### config.mk
export PLATFORM = sky130hd
export DESIGN_NAME = fetch_unit
export DESIGN_NICKNAME = d
export VERILOG_FILES = /design/src/rtl/fetch_unit.sv
export SDC_FILE = /design/constraint.sdc
export NUM_CORES = 1
export LEC_CHECK = 0
export CAP_MARGIN = 15
export CORE_ASPECT_RATIO = 1.5
export CORE_MARGIN = 2
export CORE_UTILIZATION = 47
export CTS_CLUSTER_SIZE = 28
export DETAILED_ROUTE_END_ITERATION = 8
export GPL_TIMING_DRIVEN = 0
export PLACE_DENSITY = 0.85
export SLEW_MARGIN = 10
export SYNTH_ARGS = -nofsm -noshare
export SYNTH_HDL_FRONTEND = slang
export SYNTH_SLANG_ARGS = --single-unit
### constraint.sdc
create_clock -name clk -period 3.87 [get_ports clk]
set_clock_uncertainty 0.1 [all_clocks]
set_input_delay 0.387 -clock clk [delete_from_list [all_inputs] [get_ports clk]]
set_output_delay 0.387 -clock clk [all_outputs]
set_load 0.02 [all_outputs]
### src/rtl/fetch_unit.sv
// Instruction fetch front end: owns the PC, issues one-outstanding word requests
// to instruction memory and hands each fetched instruction to decode.
module fetch_unit #(
    parameter int              XLEN         = 32,
    parameter logic [XLEN-1:0] RESET_VECTOR = 32'h0000_0000
) (
    input  logic            clk,
    input  logic            rst_n,
    output logic            imem_req_valid,
    input  logic            imem_req_ready,
    output logic [XLEN-1:0] imem_req_addr,
    input  logic            imem_rsp_valid,
    input  logic [31:0]     imem_rsp_data,
    output logic            instr_valid,
    input  logic            instr_ready,
    output logic [31:0]     instr,
    output logic [4:0]      instr_opcode,
    output logic [XLEN-1:0] instr_pc,
    input  logic            redirect_valid,
    input  logic [XLEN-1:0] redirect_pc,
    output logic            fetch_fault,
    output logic            fault_cause
);

    typedef enum logic [2:0] {S_IDLE, S_REQ, S_WAIT, S_HOLD, S_FAULT} state_e;

    state_e          state_q, state_d;
    logic [XLEN-1:0] pc_q, pc_d;
    logic            kill_q, kill_d;
    logic [31:0]     instr_q, instr_d;
    logic [XLEN-1:0] instr_pc_q, instr_pc_d;
    logic            instr_valid_q, instr_valid_d;
    logic            fault_q, fault_d;
    logic            cause_q, cause_d;

    logic            req_fire;
    logic            outstanding;
    logic            rdr_misaligned;

    always_comb begin
        state_d        = state_q;
        pc_d           = pc_q;
        kill_d         = kill_q;
        instr_d        = instr_q;
        instr_pc_d     = instr_pc_q;
        instr_valid_d  = instr_valid_q;
        fault_d        = fault_q;
        cause_d        = cause_q;
        req_fire       = (state_q == S_REQ) && imem_req_ready;
        rdr_misaligned = (redirect_pc[1:0] != 2'b00);
        // A response is still owed after this edge if one is accepted now, or if the
        // one already in flight does not arrive this cycle.
        outstanding    = req_fire ||
                         (((state_q == S_WAIT) || ((state_q == S_FAULT) && kill_q)) && !imem_rsp_valid);

        case (state_q)
            S_IDLE: state_d = S_REQ;
            S_REQ: begin
                if (req_fire) begin
                    state_d = S_WAIT;
                end
            end
            S_WAIT: begin
                if (imem_rsp_valid) begin
                    if (kill_q) begin
                        kill_d  = 1'b0;
                        state_d = S_REQ;
                    end else begin
                        instr_d    = imem_rsp_data;
                        instr_pc_d = pc_q;
                        pc_d       = pc_q + XLEN'(4);
                        if (imem_rsp_data[1:0] != 2'b11) begin
                            fault_d = 1'b1;
                            cause_d = 1'b1;
                            state_d = S_FAULT;
                        end else begin
                            instr_valid_d = 1'b1;
                            state_d       = S_HOLD;
                        end
                    end
                end
            end
            S_HOLD: begin
                if (instr_ready) begin
                    instr_valid_d = 1'b0;
                    state_d       = S_REQ;
                end
            end
            S_FAULT: begin
                if (imem_rsp_valid && kill_q) begin
                    kill_d = 1'b0;
                end
            end
            default: state_d = S_IDLE;
        endcase

        // Redirect overrides everything above, including a response captured this cycle.
        if (redirect_valid && (state_q != S_IDLE)) begin
            pc_d          = redirect_pc;
            instr_d       = instr_q;
            instr_pc_d    = instr_pc_q;
            instr_valid_d = 1'b0;
            kill_d        = outstanding;
            cause_d       = cause_q;
            if (rdr_misaligned) begin
                fault_d = 1'b1;
                cause_d = 1'b0;
                state_d = S_FAULT;
            end else begin
                fault_d = 1'b0;
                state_d = outstanding ? S_WAIT : S_REQ;
            end
        end
    end

    always_ff @(posedge clk) begin
        if (!rst_n) begin
            state_q       <= S_IDLE;
            pc_q          <= RESET_VECTOR;
            kill_q        <= 1'b0;
            instr_q       <= '0;
            instr_pc_q    <= '0;
            instr_valid_q <= 1'b0;
            fault_q       <= 1'b0;
            cause_q       <= 1'b0;
        end else begin
            state_q       <= state_d;
            pc_q          <= pc_d;
            kill_q        <= kill_d;
            instr_q       <= instr_d;
            instr_pc_q    <= instr_pc_d;
            instr_valid_q <= instr_valid_d;
            fault_q       <= fault_d;
            cause_q       <= cause_d;
        end
    end

    assign imem_req_valid = (state_q == S_REQ);
    assign imem_req_addr  = pc_q;
    assign instr_valid    = instr_valid_q;
    assign instr          = instr_q;
    assign instr_opcode   = instr_q[6:2];
    assign instr_pc       = instr_pc_q;
    assign fetch_fault    = fault_q;
    assign fault_cause    = cause_q;

endmodule

Yosys cells after proc, flatten, opt, wreduce, memory -nomap -nowiden
Cells that the tools add are included.
Word-level totals
  input port bits: 70
  flip-flop bits (word level): 103
  output and inout port bits: 105
  word-level logic and storage cells: 82
Operators by class
  add/subtract/negate cells: 1
  bitwise logic cells: 3
  reductions and logical operators: 24
  muxes and demuxes: 30
  eq/ne operators: 16
Operators with widths (number)
  32-bit two-way mux: 4
  32-bit by 3-bit adder with 32-bit output, second input constant: 1
  3-bit two-way mux: 7
  1-bit two-way mux: 15
  3-bit case mux with 5 select lines: 1
  2-bit inequality test, second input constant: 6
  4-bit AND reduction: 3
  5-bit AND reduction: 2
  2-bit nonzero test: 5
  3-bit by 2-bit equality test with 1-bit output, second input constant: 2
  3-bit by 1-bit inequality test with 1-bit output, second input constant: 2
  3-bit AND reduction: 2
  3-bit nonzero test: 2
  1-bit logical AND: 5
  2-bit by 1-bit inequality test with 1-bit output, second input constant: 2
  1-bit case mux with 2 select lines: 2
  3-bit by 1-bit equality test with 1-bit output, second input constant: 1
  3-bit equality test, second input constant: 1
  3-bit zero test: 1
  3-bit by 2-bit inequality test with 1-bit output, second input constant: 1
  3-bit inequality test, second input constant: 1
  1-bit NOT: 3
  1-bit logical OR: 2
  2-bit two-way mux: 1
  2 further kinds: 2

Longest topological paths before layout
  word-level depth: 8
  mapped depth: 8
  depth with buffers taken out: 6

Worst setup path before layout
No wires, ideal clock.
  path type: reg-to-reg
  from: reg pc_q[11] (netlist: imem_req_addr[11])
  to: reg pc_q[28] (netlist: imem_req_addr[28])
  arrival time: 2.092 ns
  cell stages (with the launch flop): 7
  path slack: 1.620 ns
  required time: 3.712 ns
  clock period less this slack: 2.250 ns
  setup time: 0.058 ns
  path buffers: 1
  cells stage by stage: dfxtp_1 > nand4_4 > or4_1 > buf_2 > or4_1 > a21oi_1 > o21a_1
Between the ends
  word-level cells in the longest chain between the ends: 5
Ends and longest elaborated chain
  start, declared: RTL line 28  | logic [XLEN-1:0] pc_q, pc_d;
  start signal, assigned: RTL line 128  | pc_q <= pc_d;
  32-bit by 3-bit adder with 32-bit output: RTL line 71  | pc_d = pc_q + XLEN'(4);
  32-bit two-way mux: RTL line 65  | if (kill_q) begin
  32-bit two-way mux: RTL line 64  | if (imem_rsp_valid) begin
  32-bit two-way mux: RTL line 56  | case (state_q)
  32-bit two-way mux: RTL line 98  | if (redirect_valid && (state_q != S_IDLE)) begin
Every way passes these cells. The select of a mux whose other input is x is not followed.
A chain may end at the register's enable or synchronous reset.

Worst setup path in the final report
  from: reg state_q[2]
  to: reg pc_q[29] (netlist: imem_req_addr[29])
Between the ends
  word-level cells in the longest chain between the ends: 4
  elaborated cells on any way between the ends: 8
  classes of those cells: 2 x eq/ne; 1 x mux; 5 x reduce/logical
Ends and longest elaborated chain
  start, declared: RTL line 27  | state_e state_q, state_d;
  start signal, assigned: RTL line 127  | state_q <= state_d;
  3-bit nonzero test: RTL line 98
  1-bit logical AND: RTL line 98
  2-bit by 1-bit inequality test with 1-bit output (no line) / 2-bit nonzero test (equally long branches)
  3-bit AND reduction (no line)
Parallel ways exist; a longest one is shown, timed or not.

==> summary by stage <==
Clocking
At the later pin of the worst-skew pair, clock insertion delay measures between 0.3 and 0.4 ns. The total clock buffers created by CTS is 9. The quantity of gates resized following cts is 0. Clock-pin slew was measured on the worst setup and hold paths at 0.07 ns. Hold repair after CTS inserted 0 buffers. The number of buffers between clock root and the deepest sink is 2. The number of sinks handled by clock tree synthesis is 103.

In this run the clock root is driven by a clkbuf_16. Post-CTS timing repair inserted 0 buffers for setup. In this run the number of H-tree levels came out at 3. The TritonCTS clock tree is done.

Global routing
The number of global-route vias before repair is approximately 4,600. The total congestion overflow after global routing is 0. The first-pass GRT wire length is 23,100 µm. For this run, global-route usage on met1 was measured as 32.5%. For met2 alone, demand over resource in global routing was 49.8%. Entering global routing, the biggest net connects 17 pins.

The number of antenna violations at the first check in global routing came to 0. The global routing stage identified its most utilized layer as met2. For this run, the total global-route usage over all layers was measured as 28.2%.

The met3 capacity usage during global routing is 5.77%.

Min path
The startpoint of the tightest hold check path is instr_pc[3]. The worst min-delay path category is reg -> reg.

Setup path
In this run the critical register-to-register path is launched from state_q[2]. Along the worst path, the maximum fanout reaches 10. The signal on the critical path passes through clkbuf_1 -> nor4b_2 -> and2_1 -> buf_2 -> nand2_1 -> or2_2 -> o221ai_1. Following the worst setup path forward leads to its endpoint at imem_req_addr[29]. The category of the worst setup path capture point is a flip-flop.

The worst setup path is launched from a flip-flop. The endpoint identified for the worst register-to-register timing path is imem_req_addr[29]. For the worst flop-to-flop path, the logic depth is 7.

The launch point of the critical path is state_q[2]. The flop-to-flop setup slack is 1.24 ns. For this run, the slowest stage of the critical path takes about 0.54 ns. At the worst endpoint, the arrival time is between 2 and 3 ns. The slowest stage cell on the critical path is nor4b_2. Data on the critical path is required at its endpoint by 4.04 ns. The worst setup path is of the reg -> reg kind.

STA
The final setup TNS is 0 ns. Timing would allow up to 380 MHz. The total count of hold-check failures in the final report is 0. The relative slew slack is a little under two fifths. The post-layout minimum cycle time is 2.63 ns. For the pin with the worst max-slew slack, the measured transition is 0.937 ns. Setup violations remaining at the end of the flow were counted as 0. The final critical path takes up 68.0% of the cycle.

Final hold analysis gives a worst-case slack of 0.356 ns. The count of pins over their slew limit came to 0. The setup slack of the critical path after layout is 1.24 ns.

Setup repair after global routing left no endpoint under its margin.

Synthesis
The synthesized design contains 103 register bits. The number of enable flip-flop cells after synthesis is 0. By area the synthesized netlist is led by dfxtp_1 (46%), nand2_1 (13%), a21oi_1 (8.9%).

The count of unique library cells instantiated by Yosys is 53. The part of the Yosys area used for sequential elements is 46.0%. After synthesis, the most frequently instantiated cells are nand2_1 (151), dfxtp_1 (103), a21oi_1 (80). The instance count of the mapped netlist is 570.

The mean post-synth cell area is 7.87 µm². The proportion of synthesized flip-flops having asynchronous set or reset is 0%. The most numerous cell in the Yosys netlist is nand2_1.

dfxtp_1 takes more of the synthesized area than any other cell. The most used flip-flop cell after synthesis is dfxtp_1. The top-area cell type share of the netlist area is 46.0%. The post-synth net total is 641. The post-synthesis instance area is 4480 µm². The count of yosys warnings during synthesis is 0.

Routing
The number of DRC markers in iteration 0 is 413. The overall via count from detail_route is 5,038. Summed over all layers, the routed wires come to 15,300 µm. The residual DRC count is 0.

The average detailed-routed wire length per instance is approximately 18 µm. Once detail routing completed, the nets flagged for antenna violations numbered 0. The total iterations of the first detailed-routing run is 5. In the routed layout, each cell is associated on average with a via count of 5.78.

Die
The die area is 10,400 µm². The overall die height is between 100 and 150 µm. During I/O placement, the number of pins put on the boundary was 175.

The effective utilization at floorplan is 48.5%. The area of the core region is 9250 µm². The standard-cell row count is 43. The overall die width is 83.8 µm.

Placed design
The congestion estimate from routability-driven global placement came to 0.983. After legalization and detailed placement, the total HPWL measured 11,100 µm. Port buffering added ~170 buffers. Timing analysis after detailed placement gives a worst setup slack of between 0.9 and 1 ns.

Finish
The repair_antennas step left the layout with diodes totalling 0. The layout net count is a little over 800. The final core utilization is 72.3%. The area growth from synthesis to layout is 49.2%. The share of final-layout standard cells stronger than drive strength 1 is 4.21%.

Run
The number of maximum-capacitance constraint violations is 0.

Power and ir drop
The power density over the cells is around 550 nW/µm². The analysis attributes to cell leakage a power of approximately 2.2 nW. VDD sags by at most 358 µV.

Outcome
The flow ran to the end, and the final reports show no timing, DRC or antenna violations.
## worst max-delay path, delay by kind of cell (launching register included)
family	cells	cell delay, ns
buffers and inverters	2	0.54
and+or+nand+nor	4	1.47
DFF	1	0.30
AOI/OAI and AO/OA	1	0.14
## registers in the layout, summed over array words and instances, names as in the netlist
| register | count |
|---|---|
| fault_cause | 1 |
| imem_req_addr | 32 |
| kill_q | 1 |
| state_q | 3 |
| instr_valid | 1 |
| instr_pc | 32 |
| fetch_fault | 1 |
| instr | 32 |
## per-stage QoR
stage | cell area [µm²] | cells | total power, mW
floorplan | 4480 | 570 | 2.10
global placement | 6370 | 856 | 2.63
detailed placement | 6370 | 856 | 2.67
CTS | 6690 | 872 | 3.64
global route | 6690 | 872 | 3.80
finish | 6690 | 872 | 3.66
## layout make-up
type | instances | area [µm²]
buffer | 43 | 186
clock buffer | 11 | 243
clock inverter | 5 | 81.3
fill | 724 | 2560
inverter | 6 | 22.5
multi-input combinational | 418 | 2210
sequential | 103 | 2060
tap | 112 | 140
timing repair buffer | 174 | 1740
## worst min path at each step
stage	to	slack, ns	cells after the start
2_1_floorplan	kill_q	0.38	2
3_3_place_gp	instr[11]	0.34	2
3_5_place_dp	instr[28]	0.35	2
6_report	instr_pc[3]	0.36	2
4_1_cts	instr[28]	0.35	2
5_1_grt	instr_pc[3]	0.38	2
## layer usage
layer  vias up  routed length (µm)
li1       2368                   -
met1      2340                5550
met2       278                7820
met3        52                1290
met4         0                 663
met5         -                   0
## power breakdown
part           internal, mW  total (mW)  switching [mW]
clock network         0.584       0.981           0.396
logic                 0.545        1.27           0.722
registers              1.20        1.41           0.211
## logic make-up (layout without fill, tap and decap cells)
| group | after synthesis | count (layout) | share of synthesized area (%) |
|---|---|---|---|
| adders and majority gates | 1 | 1 | 0.279 |
| xor gates and xnor gates | 16 | 16 | 3.12 |
| AOI/OAI and AO/OA | 149 | 149 | 20.1 |
| DFF | 103 | 103 | 46.0 |
| buffers and inverters | 49 | 239 | 4.66 |
| and+or+nand+nor | 248 | 248 | 25.0 |
| muxes | 4 | 4 | 0.893 |
## cells in the final DEF, fill, tap and decap left out, drive strengths merged, types with 4 or more instances in the layout
cell type	Yosys	routed
nand2	151	151
xor2	10	10
o22ai	11	11
a21o	4	4
nor2b	4	4
mux2i	4	4
nor2	28	28
o21a	4	4
nor4	7	7
xnor2	6	6
nand4	13	13
clkdlybuf4s50	0	174
and3	4	4
dfxtp	103	103
nor3	12	12
a21oi	80	80
a22oi	13	13
inv	6	6
clkbuf	27	38
o21ai	12	12
buf	16	16
nand3	12	12
No activity file was read; power rests on OpenSTA's default activity.
